--- src/rtl/pwm_fader_pkg.sv ---
// Shared definitions for the PWM duty fader: register map, FSM states, duty width.
package pwm_fader_pkg;

    localparam int DutyW = 8;

    localparam logic [1:0] AdrTarget  = 2'd0;
    localparam logic [1:0] AdrDiv     = 2'd1;
    localparam logic [1:0] AdrStatus  = 2'd2;
    localparam logic [1:0] AdrCurrent = 2'd3;

    typedef enum logic [1:0] {
        IDLE  = 2'd0,
        WAIT  = 2'd1,
        WRITE = 2'd2
    } fader_state_e;

endpackage

--- src/rtl/tick_divider.sv ---
// Free-running prescaler: counts 0..Ticks-1 and pulses tick_o for one cycle
// each time the count wraps back to 0.
module tick_divider #(
    parameter int Ticks = 1
) (
    input  logic clk_i,
    input  logic rst_i,
    output logic tick_o
);

    localparam int CntW = (Ticks > 1) ? $clog2(Ticks) : 1;
    localparam logic [CntW-1:0] Last = CntW'(Ticks - 1);

    logic [CntW-1:0] cnt_q, cnt_d;
    logic            tick_q, tick_d;

    // Wrap the counter at Ticks-1; the tick lands in the cycle the count reads 0.
    always_comb begin
        cnt_d  = (cnt_q == Last) ? '0 : cnt_q + CntW'(1);
        tick_d = (cnt_q == Last);
    end

    // Counter and tick registers.
    always_ff @(posedge clk_i or posedge rst_i) begin
        if (rst_i) begin
            cnt_q  <= '0;
            tick_q <= 1'b0;
        end else begin
            cnt_q  <= cnt_d;
            tick_q <= tick_d;
        end
    end

    assign tick_o = tick_q;

endmodule

--- src/rtl/peri_pwm_fader.sv ---
// Wishbone-slave duty fader: ramps an 8-bit duty value one LSB per step toward a
// software target and pushes each new value to a PWM channel via a master write.
//
// state | meaning
// IDLE  | current == target, or a step just completed; load divcnt if work remains
// WAIT  | counting ticks down from DIV before the next step
// WRITE | master write of next in flight, held until m_ack_i
module peri_pwm_fader
    import pwm_fader_pkg::*;
#(
    parameter int ClkHz  = 0,
    parameter int StepHz = 0
) (
    input  logic             clk_i,
    input  logic             rst_i,
    input  logic             wb_stb_i,
    input  logic             wb_we_i,
    input  logic [1:0]       wb_adr_i,
    input  logic [DutyW-1:0] wb_dat_i,
    output logic [DutyW-1:0] wb_dat_o,
    output logic             wb_ack_o,
    output logic             m_stb_o,
    output logic             m_we_o,
    output logic [DutyW-1:0] m_dat_o,
    input  logic             m_ack_i
);

    // Zero/undersized parameters collapse to a tick every clock rather than a divide fault.
    localparam int PrescaleRaw   = (StepHz > 0) ? ClkHz / ((StepHz > 0) ? StepHz : 1) : 1;
    localparam int PrescaleTicks = (PrescaleRaw >= 1) ? PrescaleRaw : 1;

    fader_state_e     state_q, state_d;
    logic [DutyW-1:0] target_q, target_d;
    logic [DutyW-1:0] div_q, div_d;
    logic [DutyW-1:0] current_q, current_d;
    logic [DutyW-1:0] next_q, next_d;
    logic [DutyW-1:0] divcnt_q, divcnt_d;
    logic             tick;
    logic             wb_wr;
    logic             busy;

    tick_divider #(
        .Ticks(PrescaleTicks)
    ) u_tick_divider (
        .clk_i (clk_i),
        .rst_i (rst_i),
        .tick_o(tick)
    );

    assign wb_wr    = wb_stb_i & wb_we_i;
    assign wb_ack_o = wb_stb_i;
    assign busy     = (state_q != IDLE) || (current_q != target_q);

    // Register writes and the step FSM; a target write and a master ack on the
    // same edge both land because they touch disjoint registers.
    always_comb begin
        state_d   = state_q;
        target_d  = target_q;
        div_d     = div_q;
        current_d = current_q;
        next_d    = next_q;
        divcnt_d  = divcnt_q;

        if (wb_wr) begin
            case (wb_adr_i)
                AdrTarget: target_d = wb_dat_i;
                AdrDiv:    div_d    = wb_dat_i;
                default:   ;
            endcase
        end

        case (state_q)
            IDLE: begin
                if (current_q != target_q) begin
                    divcnt_d = div_q;
                    state_d  = WAIT;
                end
            end
            WAIT: begin
                if (tick) begin
                    if (target_q == current_q) begin
                        state_d = IDLE;
                    end else if (divcnt_q == '0) begin
                        next_d  = (target_q > current_q) ? current_q + DutyW'(1)
                                                         : current_q - DutyW'(1);
                        state_d = WRITE;
                    end else begin
                        divcnt_d = divcnt_q - DutyW'(1);
                    end
                end
            end
            WRITE: begin
                if (m_ack_i) begin
                    current_d = next_q;
                    state_d   = IDLE;
                end
            end
            default: state_d = IDLE;
        endcase
    end

    // State and register file.
    always_ff @(posedge clk_i or posedge rst_i) begin
        if (rst_i) begin
            state_q   <= IDLE;
            target_q  <= '0;
            div_q     <= '0;
            current_q <= '0;
            next_q    <= '0;
            divcnt_q  <= '0;
        end else begin
            state_q   <= state_d;
            target_q  <= target_d;
            div_q     <= div_d;
            current_q <= current_d;
            next_q    <= next_d;
            divcnt_q  <= divcnt_d;
        end
    end

    // Slave read mux.
    always_comb begin
        wb_dat_o = '0;
        case (wb_adr_i)
            AdrTarget:  wb_dat_o = target_q;
            AdrDiv:     wb_dat_o = div_q;
            AdrStatus:  wb_dat_o = {{(DutyW-1){1'b0}}, busy};
            AdrCurrent: wb_dat_o = current_q;
            default:    wb_dat_o = '0;
        endcase
    end

    // next_q keeps its value outside WRITE, so m_dat_o holds the last driven duty.
    assign m_stb_o = (state_q == WRITE);
    assign m_we_o  = m_stb_o;
    assign m_dat_o = next_q;

endmodule

--- config.mk ---
export PLATFORM = sky130hd
export DESIGN_NAME = peri_pwm_fader
export DESIGN_NICKNAME = d
export VERILOG_FILES = /design/src/rtl/pwm_fader_pkg.sv /design/src/rtl/tick_divider.sv /design/src/rtl/peri_pwm_fader.sv
export SDC_FILE = /design/constraint.sdc
export NUM_CORES = 1
export LEC_CHECK = 0
export ABC_AREA = 1
export ABC_CLOCK_PERIOD_IN_PS = 2890
export CORE_ASPECT_RATIO = 0.7
export CORE_MARGIN = 2
export CORE_UTILIZATION = 35
export CTS_CLUSTER_DIAMETER = 30
export CTS_CLUSTER_SIZE = 14
export DETAILED_ROUTE_END_ITERATION = 10
export PLACE_DENSITY = 0.57
export SETUP_SLACK_MARGIN = 0.3
export SLEW_MARGIN = 20
export SYNTH_ARGS = -nofsm -noshare
export SYNTH_HDL_FRONTEND = slang
export SYNTH_SLANG_ARGS = --single-unit
--- constraint.sdc ---
create_clock -name clk_i -period 2.89 [get_ports clk_i]
set_input_delay 0.4335 -clock clk_i [delete_from_list [all_inputs] [get_ports clk_i]]
set_output_delay 0.4335 -clock clk_i [all_outputs]
set_load 0.01 [all_outputs]
* Word level (Yosys, flattened, before mapping)
Index checks and enable logic that the tools add are counted.
** Operators by class
- Add/sub/neg operators :: 4
- $mul :: 0
- Divide/modulo/power cells :: 0
- Magnitude comparators :: 1
- Equal/unequal tests :: 13
- Shifts and indexed selects :: 0
- Multiplexer cells :: 14
- Bitwise operators :: 3
- Reductions and logical operators :: 12
** Operator list (number)
- 8-bit 2-to-1 mux :: 5
- 8-bit one-hot mux with 4 select lines :: 1
- 8-bit one-hot mux with 2 select lines :: 1
- 8-bit by 1-bit subtractor with 8-bit output (second input constant) :: 2
- 2-bit 2-to-1 mux :: 5
- 8-bit by 1-bit adder with 8-bit output (second input constant) :: 1
- 8-bit == test :: 1
- 8-bit > comparator :: 1
- 8-bit zero test :: 1
- 8-bit != test :: 1
- 4-bit AND reduction :: 2
- 2-bit == test (second input constant) :: 3
- 2-bit != test (second input constant) :: 3
- 2-bit one-hot mux with 3 select lines :: 1
- 2-bit AND reduction :: 3
- 5-bit AND reduction :: 1
- 2-bit by 1-bit == test with 1-bit output (second input constant) :: 2
- 2-bit zero test :: 2
- 2-bit by 1-bit != test with 1-bit output (second input constant) :: 2
- 2-bit nonzero test :: 2
- 3-bit != test (second input constant) :: 1
- 1-bit inverter :: 2
- 1-bit adder (second input constant) :: 1
- 1-bit bitwise AND :: 1
- other kinds (2) :: 2
** Word-level totals
- Register bits after elaboration :: 44
- Latch bits :: 0
- Bits in writable memories :: 0
- ROM bits :: 0
- Bits of input ports :: 15
- Output and inout port bits :: 19
- Word-level logic and storage cells :: 55
- Memories kept :: 0

* Logic depth before layout (Yosys ltp)
Gate-level depths: netlist of the first run.
- Depth in word-level cells :: 5
- Mapped depth :: 20
- Mapped depth without buffers :: 20

* By module
A second synthesis of the first run with hierarchy kept.
** Second synthesis, totals
- Cell total of the unflattened synthesis :: 326
- Area total of the unflattened synthesis :: 2611.3 µm²
** By module, submodules not included
- peri_pwm_fader :: instances 1, cells an instance 323, area an instance 2578.7 µm²
- tick_divider :: instances 1, cells an instance 3, area an instance 32.5 µm²

* Least setup slack after synthesis of the first run
OpenSTA, ideal clock, no wires.
- Kind :: register to register
- Start :: register current_q[7]
- End :: register next_q[6], in the netlist m_dat_o[6]
- Data arrival time :: 2386 ps
- Required time :: 2773 ps
- Path slack :: 387 ps
- Cell stages (with the launch flop) :: 16
- Path buffers :: 0
- Clock period less this slack :: 2503 ps
- Path through :: dfrtp_1 > inv_1 > ha_1 > nand2_1 > nor2_1 > nand2_1 > nand2_1 > ha_1 > nand3_1 > nand2_1 > nand2_1 > nand2_1 > a21oi_1 > or2_2 > nand3_1 > nand2_1
** Between the ends
- Word-level cells in the longest chain between the ends :: 3
- Elaborated cells between the ends (all ways) :: 5
- Those cells by class :: 1 x order compare; 1 x eq/ne; 1 x mux; 1 x bitwise; 1 x reduce/logical
** Ends and longest elaborated chain
- from (decl) :: line peri_pwm_fader.sv:35 : logic [DutyW-1:0] current_q, current_d;
- from (signal assigned) :: line peri_pwm_fader.sv:115 : current_q <= current_d;
- branches (longest 3 deep; another with 8-bit > comparator)
- to (signal assigned) :: line peri_pwm_fader.sv:116 : next_q <= next_d;
- to (decl) :: line peri_pwm_fader.sv:36 : logic [DutyW-1:0] next_q, next_d;
Several ways; the timed one is not identified.
A chain may end at the register's enable or synchronous reset.

* Worst setup path in the final report of the first run
- Start :: input wb_adr_i[0]
- End :: output wb_dat_o[4]
** Between the ends
- Word-level cells in the longest chain between the ends :: 2
- Elaborated cells between the ends (all ways) :: 5
- Those cells by class :: 3 x eq/ne; 1 x mux; 1 x reduce/logical
** Ends and longest elaborated chain
- from (decl) :: line peri_pwm_fader.sv:18 : input logic [1:0] wb_adr_i,
- 2-bit == test, or another cell as far along :: line peri_pwm_fader.sv:124 : case (wb_adr_i)
- 8-bit one-hot mux with 4 select lines * :: line peri_pwm_fader.sv:124
- to (decl) :: line peri_pwm_fader.sv:20 : output logic [DutyW-1:0] wb_dat_o,
Mark *: on every way between the ends. The rest lies on a longest branch, timed or not.

==> out/metrics.cfg, run 1 <==
[global_routing]
antenna_found_initial=0
grt_use_met3_pct=3.593
grt_pass1_wl_um=10870
grt_util_met2_pct=23.73
grt-busiest-layer=met1
grt-ovfl-total=0
grt_util_all_layers_pct=16.80
grt_max_degree=31
first_global_vias=2193
grtUsageMet1_pct=25.63

[synthesis]
seq_area_frac_synth_pct=41.05
yosysWarnings=0
syn-cell-area_mm2=0.002621
synth-edff-count=0
yosysUniqueCellTypes=36
async_reset_ff_share_pct=100.0
syn_avg_cell_area_um2=7.895
syn_inst=332
ys_seq_elements=43
syn_nets=364
postSynth.topFlopCell=dfrtp_1

[detailed_routing]
dr.pass1.iters=4
drc_errors=0
vias=2323
drtAntennaViolNets=0
drtIter0Drc=110
routedWlPerCell_um=13.69
vias_per_cell=4.870
drt-total-wl_um=6531

[clock_tree]
cts_sinks=43
h-tree-depth=2
cts_tree=yes
ctsHoldBuffers=0
cts_buffers=5
clock_path_buffers=2
clk_pin_slew_ps=90
clk_latency_ps=300
cts.root.buffer_cell=clkbuf_8

[critical_path]
critical_path_depth=6
critPathKind=in2out
end_kind=primary output
slowest_delay_ps=570
timing.rr.start=current_q[7]
reg2reg_depth=16
critPathMostFrequentCell=clkdlybuf4s50_1
critPathTopFamily=buffers and inverters
slowest_stage=clkdlybuf4s50_1
rr_endpoint=m_dat_o[6]
start_kind=input port
r2r_slack_ps=490
arrival_ps=2080
crit_buf_inv=3
cp_cell_sequence=clkdlybuf4s50_1 > inv_1 > nor2_4 > nand2_1 > o211ai_1 > clkdlybuf4s50_1
crit_required_ps=2460
cp_max_fo=4

[sta]
setup_viol=0
period_needed_ps=2514
finalHoldViolations=0
holdWs_ps=479.6
tns_ps=0
slew_headroom_pct=53.60
layout_setup_ws_ps=375.7
drv_slew=0
worst_pin_slew_ps=695.2
fmax_mhz=397.7
rsz0062_at_grt=no
fin_skew_ps=9.043
fin_crit_sh_pct=87.00

[layout]
drive_gt1_share_pct=18.21
final_common_cell=nand2_1
areaGrowthSynthToFinish_pct=29.40
diodes=0
fin_nets=412
final_cell_mix=91 x nand2_1, 43 x dfrtp_1, 36 x inv_1

[power]
power_frac_seq_pct=29.6
p_switching_mw=1.511
clkPwrFrac_pct=10.9
finalPower_mw=3.385
ir_drop_v=0.0004484
switching_share_pct=44.65
intPower_mw=1.873
p_leak_nw=1.633
p_per_area_mw_per_mm2=997.8
p_comb_share_pct=59.4

[floorplanning]
coreArea_mm2=0.007287
die_h_um=76.41
fp.dieW_um=107.4
initial_core_util_pct=35.97
die_area_mm2=0.008209
rows=26
num_io_pins=34

[placed_design]
dp_slack_ps=137.5
portBuffers=33
gp_congestion=0.8338
dpl.hpwl_um=4769

[outcome]
outcome=finished clean

[hold_path]
hold_class=in2async

[job]
cap_violations=0

==> per-stage QoR <==
step	std cells	util [%]	area, um2
final	477	46.55	3392
after global routing	477	46.55	3392
after CTS	468	43.70	3184
after detailed placement	459	41.84	3049
after global placement	459	41.83	3048
after floorplan	332	-	2621
==> state kept, by name, summed over array words and instances, names as in the netlist <==
| name | count |
|---|---|
| div_q | 8 |
| u_tick_divider.tick_o | 1 |
| current_q | 8 |
| target_q | 8 |
| state_q | 2 |
| m_dat_o | 8 |
| divcnt_q | 8 |
==> timing repair <==
| item | CTS | global route |
|---|---|---|
| cloned | 0 | 2 |
| pin swaps | 1 | 8 |
| gates resized for setup | 7 | 33 |
| setup buffers | 3 | 7 |
| setup endpoints to repair | 4 | 11 |
==> synthesized netlist by cell type (3+ instances only) <==
cell,number,area [um2]
o21ai_2,5,43.79
dfrtp_1,43,1076
ha_1,16,200.2
clkbuf_1,3,11.26
nor2_1,18,67.56
nor2_2,4,25.02
o21ai_0,25,125.1
xnor2_1,4,35.03
o211ai_1,7,52.55
a21oi_1,17,85.08
nand2_2,4,25.02
nand2_1,100,375.4
o21ai_1,4,20.02
nand3_1,12,60.06
o31ai_1,3,22.52
inv_1,40,150.1
==> final cells by class <==
| class | instances | area, um2 |
|---|---|---|
| tap | 98 | 122.6 |
| inverter | 41 | 155.1 |
| timing repair buffer | 46 | 441.7 |
| clock inverter | 1 | 7.507 |
| clock buffer | 5 | 68.82 |
| multi-input combinational | 243 | 1520 |
| sequential | 43 | 1076 |
| fill | 715 | 3895 |
==> power by group through the flow <==
stage	combinational (mW)	sequential (mW)	clock, mW
2_1_floorplan	1.27	0.996	0
3_3_place_gp	1.70	1.01	0
3_5_place_dp	1.71	1.01	0
4_1_cts	1.80	0.999	0.381
5_1_grt	2.29	1.03	0.409
6_report	2.01	1.00	0.370
==> worst max-delay path by stage <==
| stage | startpoint | endpoint | slack [ps] |
|---|---|---|---|
| 6_report | wb_adr_i[0] | wb_dat_o[4] | 380 |
| 5_1_grt | current_q[7] | m_dat_o[7] | 260 |
| 4_1_cts | wb_adr_i[0] | wb_dat_o[1] | 310 |
| 3_5_place_dp | current_q[7] | m_dat_o[6] | 140 |
| 3_3_place_gp | current_q[7] | m_dat_o[6] | 230 |
| 2_1_floorplan | current_q[7] | m_dat_o[6] | 390 |
==> cells by family (layout without fill, tap and decap cells) <==
family	after synthesis	after routing	synth area share [%]
adders and majority gates	17	17	8.401
buffers and inverters	48	93	7.732
and+or+nand+nor	151	153	25.63
AOI/OAI and AO/OA	67	67	15.37
xor gates and xnor gates	5	5	1.671
DFF	43	43	41.05
other	1	1	0.1431
==> layer usage <==
| layer | part of all wire (%) | wire [um] |
|---|---|---|
| met5 | 0 | 0 |
| met4 | 1.5 | 99 |
| met3 | 5.9 | 383 |
| met2 | 40 | 2591 |
| met1 | 53 | 3456 |
Note: power is estimated with default switching activity, not from simulation.
==> run 2: changes to the inputs <==
- CORE_MARGIN: 2 -> not set
- TNS_END_PERCENT: not set -> 50
==> out/metrics.cfg, run 2 (synthesis gave the netlist of run 1 again) <==
[critical_path]
rr_endpoint=m_dat_o[6]
start_kind=input port
cp_max_fo=8
arrival_ps=2120
reg2reg_depth=16
crit_required_ps=2460
timing.rr.start=current_q[7]
r2r_slack_ps=410
end_kind=primary output
critPathKind=in2out

[sta]
period_needed_ps=2558
fin_skew_ps=7.404
setup_viol=0
rsz0062_at_grt=yes
tns_ps=0
slew_headroom_pct=61.33
worst_pin_slew_ps=578.7
fmax_mhz=391.0
finalHoldViolations=0
drv_slew=0
fin_crit_sh_pct=88.50

[power]
p_leak_nw=1.582
p_comb_share_pct=59.2
ir_drop_v=0.0004113
power_frac_seq_pct=29.2
intPower_mw=1.906
switching_share_pct=44.71
p_per_area_mw_per_mm2=1027
clkPwrFrac_pct=11.6
p_switching_mw=1.541

[outcome]
outcome=finished clean

[placed_design]
gp_congestion=0.8072
portBuffers=33
placed_cell_area_mm2=0.003035
dpl.hpwl_um=4634

[floorplanning]
die_h_um=74.41
rows=25
die_area_mm2=0.007845
fp.dieW_um=105.4
num_io_pins=34
initial_core_util_pct=37.41
coreArea_mm2=0.007007

[clock_tree]
h-tree-depth=2
clk_latency_ps=300
clk_pin_slew_ps=80
cts_sinks=43
cts_tree=yes
cts_buffers=5
cts.root.buffer_cell=clkbuf_8
clock_path_buffers=2

[layout]
final_area_mm2=0.003356
drive_gt1_share_pct=17.54
diodes=0
areaGrowthSynthToFinish_pct=28.02
fin_nets=414
final_common_cell=nand2_1
final_cell_mix=92 x nand2_1, 43 x dfrtp_1, 36 x inv_1

[global_routing]
grt-ovfl-total=0
grt_util_all_layers_pct=16.83
grt_pass1_wl_um=10160
antenna_found_initial=0
grt_max_degree=44
first_global_vias=2082

[job]
cap_violations=0

[detailed_routing]
dr.pass1.iters=4
routedWlPerCell_um=13.72
drtAntennaViolNets=0
drt-total-wl_um=6529
drc_errors=0
drtIter0Drc=82
vias_per_cell=4.905
vias=2335

[hold_path]
min_to=m_dat_o[5]
hold_start=m_dat_o[5]
hold_class=reg2reg
hold_depth=2

-- run 2: what timing repair did --
| item | CTS | global route |
|---|---|---|
| setup endpoints to repair | 4 | 19 |
| buffers inserted | 6 | 8 |
| cloned | 0 | 1 |
| resized for setup | 5 | 25 |
| pin swaps | 1 | 5 |
| endpoints found under the hold margin | 0 | 0 |
| hold buffers | 0 | 0 |
-- run 2: power by group through the flow --
stage	registers, mW	logic, mW	clock network, mW
floorplan	0.996	1.27	0
global placement	1.01	1.70	0
detailed placement	1.01	1.72	0
CTS	1.01	1.78	0.409
global route	1.04	2.28	0.433
finish	1.01	2.04	0.400
-- run 2: layout make-up --
type                    instances  area, um2
clock buffers                   6      82.58
clock inverters                 1      5.005
fillers                       696       3651
inverters                      41      153.9
multi-input cells             242       1471
flip-flops and latches         43       1076
well taps                      94      117.6
repair buffers                 49      449.2
-- run 2: how the worst max path moves through the flow --
stage / startpoint / end
6_report: wb_adr_i[1] / wb_dat_o[4]
5_1_grt: current_q[7] / m_dat_o[6]
3_3_place_gp: current_q[7] / m_dat_o[6]
4_1_cts: current_q[7] / divcnt_q[3]
3_5_place_dp: current_q[7] / m_dat_o[6]
2_1_floorplan: current_q[7] / m_dat_o[6]
-- run 2: per-layer routing --
| metal | vias up | track usage [%] | routed length (um) |
|---|---|---|---|
| li1 | 1187 | - | - |
| met1 | 1086 | 25.64 | 3481 |
| met2 | 56 | 24.05 | 2656 |
| met3 | 6 | 3.506 | 345 |
| met4 | 0 | 4.225 | 45 |
| met5 | - | 0 | 0 |
-- run 2: critical path: stages --
cell             delay, ps
clkdlybuf4s50_1        630
nand2_2                200
o211ai_1               270
clkdlybuf4s50_1        590
-- run 2: metrics by stage --
| step | setup WS (ps) | utilization (%) | std cells | hold slack (ps) | power (mW) |
|---|---|---|---|---|---|
| after floorplan | 387.1 | - | 332 | 474.6 | 2.262 |
| after global placement | 230.2 | 43.32 | 454 | 491.6 | 2.705 |
| after detailed placement | 157.2 | 43.32 | 454 | 496.4 | 2.731 |
| after CTS | 263.5 | 45.66 | 467 | 516.2 | 3.192 |
| after global routing | 238.2 | 47.89 | 476 | 551.7 | 3.745 |
| final | 332.3 | 47.89 | 476 | 515.3 | 3.447 |
